**config.mk**
```make
export PLATFORM = sky130hd
export DESIGN_NAME = bcd_timer_counter
export DESIGN_NICKNAME = d
export VERILOG_FILES = /design/src/rtl/bcd_timer_counter.sv
export SDC_FILE = /design/constraint.sdc
export NUM_CORES = 1
export LEC_CHECK = 0
export CORE_MARGIN = 2
export CORE_UTILIZATION = 44
export DETAILED_ROUTE_END_ITERATION = 16
export PLACE_DENSITY = 0.76
export SYNTH_ARGS = -nofsm -noshare
export SYNTH_HDL_FRONTEND = slang
export SYNTH_SLANG_ARGS = --single-unit
```
**constraint.sdc**
```tcl
create_clock -name clk -period 2.2 [get_ports clk]
set_clock_uncertainty 0.15 [all_clocks]
set_input_delay 0.55 -clock clk [delete_from_list [all_inputs] [get_ports clk]]
set_output_delay 0.55 -clock clk [all_outputs]
set_load 0.05 [all_outputs]
```
**src/rtl/bcd_timer_counter.sv**
```systemverilog
// bcd_timer_counter: DIGITS-decade up/down BCD counter with clamped parallel load, enable,
// terminal-count pulse and wrap or saturate behaviour at the bounds.
module bcd_timer_counter #(
   parameter int DIGITS  = 2,
   parameter bit RECYCLE = 1'b1
) (
   input  logic                  clk,
   input  logic                  rst,
   input  logic                  en,
   input  logic                  up_dn,
   input  logic                  load,
   input  logic [4*DIGITS-1:0]   load_val,
   output logic [4*DIGITS-1:0]   q,
   output logic                  tc,
   output logic                  sat,
   output logic                  zero
);
   localparam int W = 4*DIGITS;
   localparam logic [W-1:0] MAX = {DIGITS{4'h9}};
   logic [W-1:0] clamped, stepped, target;
   logic [3:0] d;
   logic ripple, hit;
   // ripple ends high only when every digit sat at the bound, i.e. q is at the bound itself
   always_comb begin
      clamped = '0;
      stepped = '0;
      ripple = 1'b1;
      d = '0;
      for (int i = 0; i < DIGITS; i++) begin
         d = load_val[4*i +: 4];
         clamped[4*i +: 4] = (d > 4'd9) ? 4'd9 : d;
         d = q[4*i +: 4];
         stepped[4*i +: 4] = !ripple ? d :
                             up_dn ? ((d == 4'd9) ? 4'd0 : d + 4'd1) :
                                     ((d == 4'd0) ? 4'd9 : d - 4'd1);
         ripple = ripple & (up_dn ? (d == 4'd9) : (d == 4'd0));
      end
      target = up_dn ? MAX : '0;
      hit = (stepped == target);
   end
   always_ff @(posedge clk) begin
      if (!rst) begin
         q   <= '0;
         tc  <= 1'b0;
         sat <= 1'b0;
      end else if (load) begin
         q   <= clamped;
         tc  <= 1'b0;
         sat <= 1'b0;
      end else if (en) begin
         q   <= (ripple && !RECYCLE) ? q : stepped;
         tc  <= RECYCLE ? ripple : (!ripple && hit);
         sat <= !RECYCLE && (ripple || hit);
      end else begin
         tc  <= 1'b0;
      end
   end
   assign zero = (q == '0);
endmodule
```
==> metrics.log <==
INFO  metric mappedNetlistNets = 108
INFO  metric period_share = 93.4%
INFO  metric antenna_violations_before_repair = 0
INFO  metric power_per_cell_area = 537 mW/mm²
INFO  metric areaGrowthSynthToFinish = 40.6%
INFO  metric post_route_cells_drive_above_1_share = 21.8%
INFO  metric hold_violations = 0
INFO  metric detailed_route_vias_per_instance = 5.94
INFO  metric critical_path.reg2reg.startpoint = q[3]
INFO  metric ys_async_sr_fraction = 0%
INFO  metric ctsResizeCount = 0
INFO  metric insertedDiodeCount = 0
INFO  metric grt_use_total = 22.5%
INFO  metric ir_worst_vdd = 0.323 mV
INFO  metric drt_first_pass_iters = 4
INFO  metric dp_hpwl = 1400 µm
INFO  metric critical_path.endpoint_type = primary output
INFO  metric synth-edff-count = 0
INFO  metric fin_tns_setup = 0 ns
INFO  metric final_wtd_congestion = 0.870
INFO  metric ys_seq_elements = 9
INFO  metric wl_per_cell = 13.2 µm
INFO  metric die_width = 44.1 µm
INFO  metric route.detailed.drc = 0
INFO  metric crit_slowest_cell = clkdlybuf4s50_1
INFO  metric cp.buffers_inverters = 1
INFO  metric post_synth.cell_area_avg = 7.45 µm²
INFO  metric number_of_buffers_inserted_by_port_buffering = 22
INFO  metric clock_transition_at_the_registers_of_the_reported_paths = 0.06 ns
INFO  metric clkSinkCount = 9
INFO  metric gr-total-overflow = 0
INFO  metric postSynthCellCount = 95
INFO  metric crit_arrival = 1.35 ns
INFO  metric synthesis.yosys.warnings = 0
INFO  metric initial_utilization = 47.0%
INFO  metric synthesis.area = 708 µm²
INFO  metric cts_tree = done
INFO  metric start_kind = flop
INFO  metric die_h = 44.1 µm
INFO  metric setup.reg_to_reg.worst_slack = 0.47 ns
INFO  metric postCtsSetupBuffers = 0
INFO  metric count_of_antenna_violating_nets_left_after_detailed_routing = 0
INFO  metric r2r_cells = 5
INFO  metric finalMaxSlewViolations = 0
INFO  metric synth-compound-area-share = 30.7%
INFO  metric clock_tree.htree_level_count = 1
INFO  metric tritoncts_buffers = 3
INFO  metric grt_first_pass_wirelength = 3280 µm
INFO  metric hold-path-endpoint = q[2]
INFO  metric synth.area.mux_share = 0%
INFO  metric boundaryPins = 24
INFO  metric min-delay-path-class = reg -> reg
INFO  metric pin_count_of_the_biggest_net_entering_global_routing = 16
INFO  metric wirelength = 1850 µm
INFO  metric worst-endpoint-required = 1.50 ns
INFO  metric max_stage_delay = 0.79 ns
INFO  metric clkLatencyLatePin = 0.26 ns
INFO  metric core_region_area = 0.00151 mm²
INFO  metric timing_worst_setup_path_type = reg -> out
INFO  metric critical_path.cell_chain = clkdlybuf4s50_1
INFO  metric path_max_fanout = 1
INFO  metric post_synth_fa_ha_maj_area_fraction = 0%
INFO  metric first_global_vias = 756
INFO  metric cts_hold_repair.buffers = 0
INFO  metric finalHoldWorstSlack = 0.454 ns
INFO  metric fp-row-count = 14
INFO  metric setup_repair_after_global_routing_missed_its_margin = no
INFO  metric route.vias.total = 831
INFO  metric synth-seq-area-share = 25.4%
INFO  metric hp-start = q[2]
INFO  metric synth.distinct_cells = 37
INFO  metric synth-main-ff-cell = dfxtp_1
INFO  metric static-leakage-power = 0.000413 µW
INFO  metric timing.hold.worst_path_depth = 2
INFO  metric run_status = completed
INFO  metric critPathTopFamily = buffers and inverters
INFO  metric die_area = 0.00195 mm²
INFO  metric fmaxAchievable = 487 MHz
INFO  metric regToRegEndpoint = q[6]
INFO  metric finish_stage_setup_viols = 0
INFO  metric num-nets-final = 138
INFO  metric clock-root-buffer = clkbuf_4
INFO  metric layout_min_cycle_time = 2.05 ns
INFO  metric combinational_family_with_the_most_area_after_synthesis = compound AO/OA/AOI/OAI gates
INFO  metric yosys.area_share.xor_xnor = 6.18%
INFO  metric design_power_total = 535 µW
INFO  metric cap_viol_max_count = 0
INFO  metric num-fill-cells = 128
INFO  metric drtIter0Drc = 35
INFO  metric basic_gate_share_of_the_synthesized_area_counting_and_or_nand_and_nor_cells = 26.0%
INFO  metric ctsLongestPathBuffers = 2
==> registers in the layout (all words and copies together), names as in the netlist <==
signal / flops
q: 8
tc: 1
==> where the power goes <==
part / switching, µW / leakage [µW] / total [µW] / internal [µW]
Sequential: 22.6 / 0.0000742 / 196 / 174
Combinational: 115 / 0.000321 / 208 / 93.0
Clock: 63.7 / 0.0000177 / 131 / 67.3
Total: 201 / 0.000413 / 535 / 334
==> metrics by stage <==
step	instances	instance area, µm²	worst slack (ns)	util [%]
6_report	140	996	0.146	66.1
5_1_grt	140	996	0.0547	66.1
4_1_cts	140	996	0.145	66.1
3_5_place_dp	136	968	-0.105	64.3
3_3_place_gp	136	968	-0.0740	64.3
2_1_floorplan	95	708	0.150	-
==> worst max-delay path by stage <==
stage,startpoint,endpoint,slack (ns),depth (start not counted)
after CTS,tc,tc,0.15,1
after global placement,up_dn,q[6],-0.07,6
after detailed placement,up_dn,q[6],-0.10,6
after global routing,up_dn,q[7],0.05,6
after floorplan,q[4],zero,0.15,3
final,tc,tc,0.15,1
==> cell type report <==
| cell class | count | area, µm² | share of cell area, % |
|---|---|---|---|
| clock buffer | 3 | 22.5 | 2.26 |
| clock inverter | 1 | 5.00 | 0.503 |
| inverter | 7 | 26.3 | 2.64 |
| multi-input combinational | 71 | 449 | 45.1 |
| sequential | 9 | 180 | 18.1 |
| tap | 16 | 20.0 | 2.01 |
| timing repair buffer | 33 | 293 | 29.4 |
==> synth_stat cells, types with 2 or more instances <==
cell type  count  area [µm²]
o21ai_0       10        50.1
dfxtp_1        9         180
nor2_1         8        30.0
inv_1          7        26.3
a31oi_1        4        25.0
nand2_1        4        15.0
nand3b_1       4        30.0
a21oi_1        3        15.0
and3_1         3        18.8
buf_2          3        15.0
nand3_1        3        15.0
nor3_1         3        15.0
xnor2_1        3        26.3
a211o_1        2        17.5
a211oi_1       2        15.0
buf_6          2        22.5
clkbuf_1       2        7.51
nand2b_1       2        12.5
nor4_1         2        12.5
xor2_1         2        17.5
==> routing by layer <==
layer	global-route usage [%]	up-vias	share of wire, %
met1	31.8	375	47
li1	-	406	-
met4	10.9	0	3.0
met3	4.90	9	7.7
met5	0	-	0
met2	32.1	41	42
==> logic make-up after synthesis <==
kind of cell    after synthesis
flops                         9
simple gates                 34
xor+xnor                      5
buf+inv                      15
other cells                   1
compound gates               31
==> layout by cell type (no fill, tap or decap), types with 2 or more instances in the layout <==
cell type        Yosys  layout
buf_4                1      19
clkdlybuf4s50_1      0      13
o21ai_0             10      10
dfxtp_1              9       9
nor2_1               8       8
inv_1                7       7
nand3b_1             4       4
a31oi_1              4       4
nand2_1              4       4
and3_1               3       3
nor3_1               3       3
nand3_1              3       3
xnor2_1              3       3
a21oi_1              3       3
clkbuf_4             0       3
nor4_1               2       2
xor2_1               2       2
a211oi_1             2       2
nand2b_1             2       2
a211o_1              2       2
No activity file was read; power rests on OpenSTA's default activity.
